### src/rtl/cpu_module_mem_wb.sv
// MEM stage with EX/MEM and MEM/WB pipeline registers, req/ack data-memory port and stall counter.
// Optional alignment trap enabled by defining DMEM_ALIGN_CHECK_EN.
module cpu_module_mem_wb #(
    parameter int DATA_W = 32,
    parameter int REG_AW = 5,
    parameter int CNT_W  = 16
) (
    input  logic              clk,
    input  logic              rst,
    input  logic              valid_ex,
    input  logic [REG_AW-1:0] RegWriteAddr_ex,
    input  logic [DATA_W-1:0] ALUResult_ex,
    input  logic [DATA_W-1:0] MemWriteData_ex,
    input  logic              RegWrite_ex,
    input  logic              MemRead_ex,
    input  logic              MemWrite_ex,
    input  logic              MemToReg_ex,
    output logic              dmem_req,
    output logic              dmem_we,
    output logic [DATA_W-1:0] dmem_addr,
    output logic [DATA_W-1:0] dmem_wdata,
    input  logic [DATA_W-1:0] dmem_rdata,
    input  logic              dmem_ack,
    output logic [REG_AW-1:0] RegWriteAddr_mem,
    output logic              RegWrite_mem,
    output logic [DATA_W-1:0] ALUResult_mem,
    output logic              MemRead_mem,
    output logic [REG_AW-1:0] RegWriteAddr_wb,
    output logic              RegWrite_wb,
    output logic [DATA_W-1:0] RegWriteData_wb,
    output logic              Stall_mem,
    output logic [CNT_W-1:0]  stall_cnt,
    output logic              align_err
);

    typedef enum logic {ST_IDLE = 1'b0, ST_WAIT = 1'b1} state_t;

    state_t state_q, state_d;

    logic [REG_AW-1:0] rwaddr_mem_q, rwaddr_mem_d;
    logic [DATA_W-1:0] alu_mem_q, alu_mem_d;
    logic [DATA_W-1:0] wdata_mem_q, wdata_mem_d;
    logic              rw_mem_q, rw_mem_d;
    logic              mr_mem_q, mr_mem_d;
    logic              mw_mem_q, mw_mem_d;
    logic              m2r_mem_q, m2r_mem_d;

    logic [REG_AW-1:0] rwaddr_wb_q, rwaddr_wb_d;
    logic              rw_wb_q, rw_wb_d;
    logic [DATA_W-1:0] rwdata_wb_q, rwdata_wb_d;

    logic [CNT_W-1:0]  stall_cnt_q, stall_cnt_d;

    logic memop;
    logic misalign;
    logic req_ok;

    assign memop = mr_mem_q | mw_mem_q;

`ifdef DMEM_ALIGN_CHECK_EN
    assign misalign = memop & (alu_mem_q[1:0] != 2'b00);
`else
    assign misalign = 1'b0;
`endif

    assign req_ok    = memop & ~misalign;
    assign align_err = misalign;
    assign Stall_mem = dmem_req & ~dmem_ack;

    always_ff @(posedge clk or posedge rst) begin
        if (rst) begin
            state_q <= ST_IDLE;
        end else begin
            state_q <= state_d;
        end
    end

    always_comb begin
        state_d = state_q;
        case (state_q)
            ST_IDLE: if (dmem_req & ~dmem_ack) state_d = ST_WAIT;
            ST_WAIT: if (dmem_ack) state_d = ST_IDLE;
            default: state_d = ST_IDLE;
        endcase
    end

    // A pending access keeps the request up until ack; EX/MEM is frozen meanwhile.
    always_comb begin
        dmem_req = 1'b0;
        case (state_q)
            ST_IDLE: dmem_req = req_ok;
            ST_WAIT: dmem_req = 1'b1;
            default: dmem_req = 1'b0;
        endcase
    end

    assign dmem_we    = mw_mem_q;
    assign dmem_addr  = alu_mem_q;
    assign dmem_wdata = wdata_mem_q;

    always_comb begin
        rwaddr_mem_d = rwaddr_mem_q;
        alu_mem_d    = alu_mem_q;
        wdata_mem_d  = wdata_mem_q;
        rw_mem_d     = rw_mem_q;
        mr_mem_d     = mr_mem_q;
        mw_mem_d     = mw_mem_q;
        m2r_mem_d    = m2r_mem_q;
        rwaddr_wb_d  = rwaddr_wb_q;
        rw_wb_d      = rw_wb_q;
        rwdata_wb_d  = rwdata_wb_q;
        if (!Stall_mem) begin
            rwaddr_mem_d = RegWriteAddr_ex;
            alu_mem_d    = ALUResult_ex;
            wdata_mem_d  = MemWriteData_ex;
            rw_mem_d     = RegWrite_ex & valid_ex;
            mr_mem_d     = MemRead_ex & valid_ex;
            mw_mem_d     = MemWrite_ex & valid_ex;
            m2r_mem_d    = MemToReg_ex & valid_ex;
            rwaddr_wb_d  = rwaddr_mem_q;
            rw_wb_d      = rw_mem_q & ~misalign;
            rwdata_wb_d  = m2r_mem_q ? dmem_rdata : alu_mem_q;
        end
    end

    always_comb begin
        stall_cnt_d = stall_cnt_q;
        if (Stall_mem && (stall_cnt_q != {CNT_W{1'b1}})) begin
            stall_cnt_d = stall_cnt_q + {{(CNT_W-1){1'b0}}, 1'b1};
        end
    end

    always_ff @(posedge clk or posedge rst) begin
        if (rst) begin
            rwaddr_mem_q <= '0;
            alu_mem_q    <= '0;
            wdata_mem_q  <= '0;
            rw_mem_q     <= 1'b0;
            mr_mem_q     <= 1'b0;
            mw_mem_q     <= 1'b0;
            m2r_mem_q    <= 1'b0;
            rwaddr_wb_q  <= '0;
            rw_wb_q      <= 1'b0;
            rwdata_wb_q  <= '0;
            stall_cnt_q  <= '0;
        end else begin
            rwaddr_mem_q <= rwaddr_mem_d;
            alu_mem_q    <= alu_mem_d;
            wdata_mem_q  <= wdata_mem_d;
            rw_mem_q     <= rw_mem_d;
            mr_mem_q     <= mr_mem_d;
            mw_mem_q     <= mw_mem_d;
            m2r_mem_q    <= m2r_mem_d;
            rwaddr_wb_q  <= rwaddr_wb_d;
            rw_wb_q      <= rw_wb_d;
            rwdata_wb_q  <= rwdata_wb_d;
            stall_cnt_q  <= stall_cnt_d;
        end
    end

    assign RegWriteAddr_mem = rwaddr_mem_q;
    assign RegWrite_mem     = rw_mem_q;
    assign ALUResult_mem    = alu_mem_q;
    assign MemRead_mem      = mr_mem_q;
    assign RegWriteAddr_wb  = rwaddr_wb_q;
    assign RegWrite_wb      = rw_wb_q;
    assign RegWriteData_wb  = rwdata_wb_q;
    assign stall_cnt        = stall_cnt_q;

endmodule

### config.mk
export PLATFORM = sky130hd
export DESIGN_NAME = cpu_module_mem_wb
export DESIGN_NICKNAME = d
export VERILOG_FILES = /design/src/rtl/cpu_module_mem_wb.sv
export SDC_FILE = /design/constraint.sdc
export NUM_CORES = 1
export LEC_CHECK = 0
export CORE_MARGIN = 2
export CORE_UTILIZATION = 40
export DETAILED_ROUTE_END_ITERATION = 10
export PLACE_DENSITY = 0.8
export RECOVER_POWER = 100
export SETUP_SLACK_MARGIN = 0.02
export SYNTH_ARGS = -nofsm -noshare
export SYNTH_HDL_FRONTEND = slang
export SYNTH_SLANG_ARGS = --single-unit
### constraint.sdc
create_clock -name clk -period 8.7 [get_ports clk]
set_input_delay 1.305 -clock clk [delete_from_list [all_inputs] [get_ports clk]]
set_output_delay 1.305 -clock clk [all_outputs]
set_load 0.1 [all_outputs]
==> flow_summary_export.csv <==
group,metric,value,unit
global_routing,grt_pass1_vias,4353,
synth,syn_avg_cell_area,12.83,sq um
pwr,peakVddDrop,189.7,uV
sta,fin_crit,5581,ps
placed_design,gp_congestion,0.8176,
synth,synth_top_area_cell,"dfrtp_1",
layout,final_common_cell,"dlygate4sd3_1",
layout,area_growth,57.07,%
routing,avgViaCountPerCell,4.782,
global_routing,grt_busiest_layer,"met2",
global_routing,grt_max_degree,86,
pwr,powerDensity,331.7,nW/um^2
synth,syn-num-nets,535,
hold_path,hp-class,"flip-flop to flip-flop",
critical_path,arrival,5870,ps
layout,layout_common_cells,"dlygate4sd3_1, dfrtp_1, clkdlybuf4s50_1",
synth,synth.area.top_cells,"dfrtp_1, mux2_2, mux2i_1",
sta,rsz0062_at_grt,"false",
routing,drc_errors,0,
floorplanning,io_pins,270,
global_routing,grtUsageMet1,23.42,%
critical_path,worstPathRequired,8990,ps
routing,routed_wl,13870,um
critical_path,rrSetupSlack,4180,ps
sta,setup_viol,0,
synth,syn_area,5453,sq um
placed_design,dpl.hpwl,10170,um
synth,yosysTopAreaCellShare,58.74,%
clocking,cts_inserted_buffers,17,
hold_path,hold-path-endpoint,"RegWriteData_wb[19]",
global_routing,grt_util_met3,5.943,%
pwr,total_power,2.841,mW
global_routing,grt_overflow_total,0,
global_routing,grt_antenna_before_repair,0,
clocking,cts_tree,"done",
routing,ant_nets,0,
layout,diodes,0,
sta,fin_skew,6.336,ps
routing,wire_per_inst,16.33,um
hold_path,hold_start,"RegWriteData_wb[19]",
floorplanning,die_area,14580,sq um
clocking,postCtsResizedCells,0,
placed_design,dp_slack,4178,ps
routing,first_iter_violations,180,
routing,firstDrtPassIters,4,
global_routing,grt_use_met2,33.40,%
floorplanning,core_area,13300,sq um
floorplanning,start_util,41.01,%
critical_path,worstSetupStartpointType,"input port",
clocking,clock-sinks,128,
clocking,clock_path_buffers,2,
sta,max_slew.worst_pin.slew,3163,ps
pwr,leakage,3.608,nW
placed_design,place.port_buffers,268,
critical_path,rr_worst_depth,5,
sta,period_share,64.15,%
critical_path,timing.rr.start,"MemRead_mem",
global_routing,grt_pass1_wl,22390,um
synth,ys_warn_count,0,
floorplanning,placementRows,42,
synth,ys_types,32,
clocking,cts_root_buffer,"clkbuf_16",
clocking,postCtsSetupBuffers,0,
run_status,status,"complete, but fails checks",
run,maxCapViolCount,2,
sta,setup_tns,0,ps
layout,drive_above_1_share,16.94,%
sta,fin_ws,3119,ps
layout,nets,771,
floorplanning,dieWidth,120.8,um
synth,synthCells,425,
critical_path,end_kind,"flip-flop",
sta,slew_headroom,-110.9,%
critical_path,worstReg2RegEnd,"dmem_wdata[16]",
synth,ys_seq_area_share,58.74,%
critical_path,cp_max_fo,85,
critical_path,crit_type,"input port to flip-flop",
floorplanning,die-height,120.8,um
sta,report.final.slew_viol_count,132,
hold_path,holdPathStages,2,
clocking,clk-insertion-delay-late,410,ps
global_routing,grt_usage,19.78,%
routing,vias,4060,
clocking,cts_max_level,4,
synth,synth-seq-cells,128,
clocking,clkTransAtPathRegs,60,ps
sta,hold_viol_final,0,
clocking,hold_buffers,0,
layout,fin_util,64.42,%
run_status,violations,"max-capacitance violations, max-slew violations",
sta,fmaxAchievable,179.2,MHz
[metal layers]
metal | share of wire [%] | wire length (um) | vias up
met5 | 0 | 0 | -
met4 | 2.1 | 286 | 0
met3 | 6.8 | 947 | 25
met2 | 51 | 7037 | 146
met1 | 40 | 5593 | 1971
li1 | - | - | 1918
[cell usage after synthesis]
cell type  instances
a21oi_1            4
and2_1             1
and2_2             1
and2_4             1
and3_1             3
and3_2             1
buf_1              1
buf_2              4
buf_4             33
buf_6              1
clkbuf_1          15
conb_1             1
dfrtp_1          128
ha_1               1
inv_1              4
mux2_2            77
mux2_4             1
mux2i_1           32
nand2_1           43
nand2b_1           1
nand3_1            5
nand4_1            7
nand4_2            2
nor2_1             4
nor3_2             1
nor4_1             2
o2111ai_1          1
o21ai_0           37
o31ai_1            1
or4_4              1
xnor2_1           10
xor2_1             1
[through the flow]
stage | cell area [sq um] | hold WS (ps) | std cells
after floorplan | 5453 | 478.5 | 425
after global placement | 8050 | 461.9 | 818
after detailed placement | 8050 | 469.9 | 818
after CTS | 8583 | 480.5 | 849
after global routing | 8564 | 498.0 | 849
final | 8564 | 470.2 | 849
[power breakdown]
| group | internal [mW] | switching, mW | leakage [nW] |
|---|---|---|---|
| combinational | 0.299 | 1.11 | 1.80 |
| clock | 0.402 | 0.239 | 0.270 |
| sequential | 0.702 | 0.0867 | 1.54 |
| total | 1.40 | 1.44 | 3.61 |
[layout make-up]
cell class | count | area [sq um]
fillers | 1061 | 4731
flip-flops and latches | 128 | 3204
repair buffers | 271 | 2701
multi-input cells | 239 | 1889
clock buffers | 23 | 467.9
well taps | 176 | 220.2
clock inverters | 8 | 65.06
inverters | 4 | 16.27
[flip-flops by register name, summed over array words and instances (netlist names)]
name              flops
RegWrite_mem          1
m2r_mem_q             1
RegWriteData_wb      32
dmem_wdata           32
stall_cnt            16
RegWrite_wb           1
RegWriteAddr_mem      5
dmem_we               1
RegWriteAddr_wb       5
ALUResult_mem        32
MemRead_mem           1
state_q               1
[worst max-delay path by stage]
stage	from	endpoint	slack [ps]	cells past startpoint
finish	dmem_ack	dmem_wdata[16]	3120	5
floorplan	rst	ALUResult_mem[0]	3980	1
global route	dmem_ack	dmem_wdata[15]	2720	5
global placement	dmem_ack	Stall_mem	4160	3
CTS	dmem_ack	Stall_mem	4170	3
detailed placement	dmem_ack	Stall_mem	4180	3
[cell families (layout without fill, tap and decap cells)]
| family | Yosys count | in the layout | share of synthesized area (%) |
|---|---|---|---|
| AOI/OAI and AO/OA | 43 | 43 | 4.062 |
| xor gates and xnor gates | 11 | 11 | 1.767 |
| adders and majority gates | 1 | 1 | 0.2294 |
| buffers and inverters | 58 | 306 | 6.494 |
| DFF | 128 | 128 | 58.74 |
| muxes | 110 | 110 | 22.05 |
| other | 1 | 1 | 0.06877 |
| and+or+nand+nor | 73 | 73 | 6.586 |
[critical path, cell delays in order]
cell and delay, ps:
dlygate4sd3_1 620, nor2_1 230, clkbuf_1 2260, buf_4 950, mux2_2 420
Power figures use the tool's default switching activity.
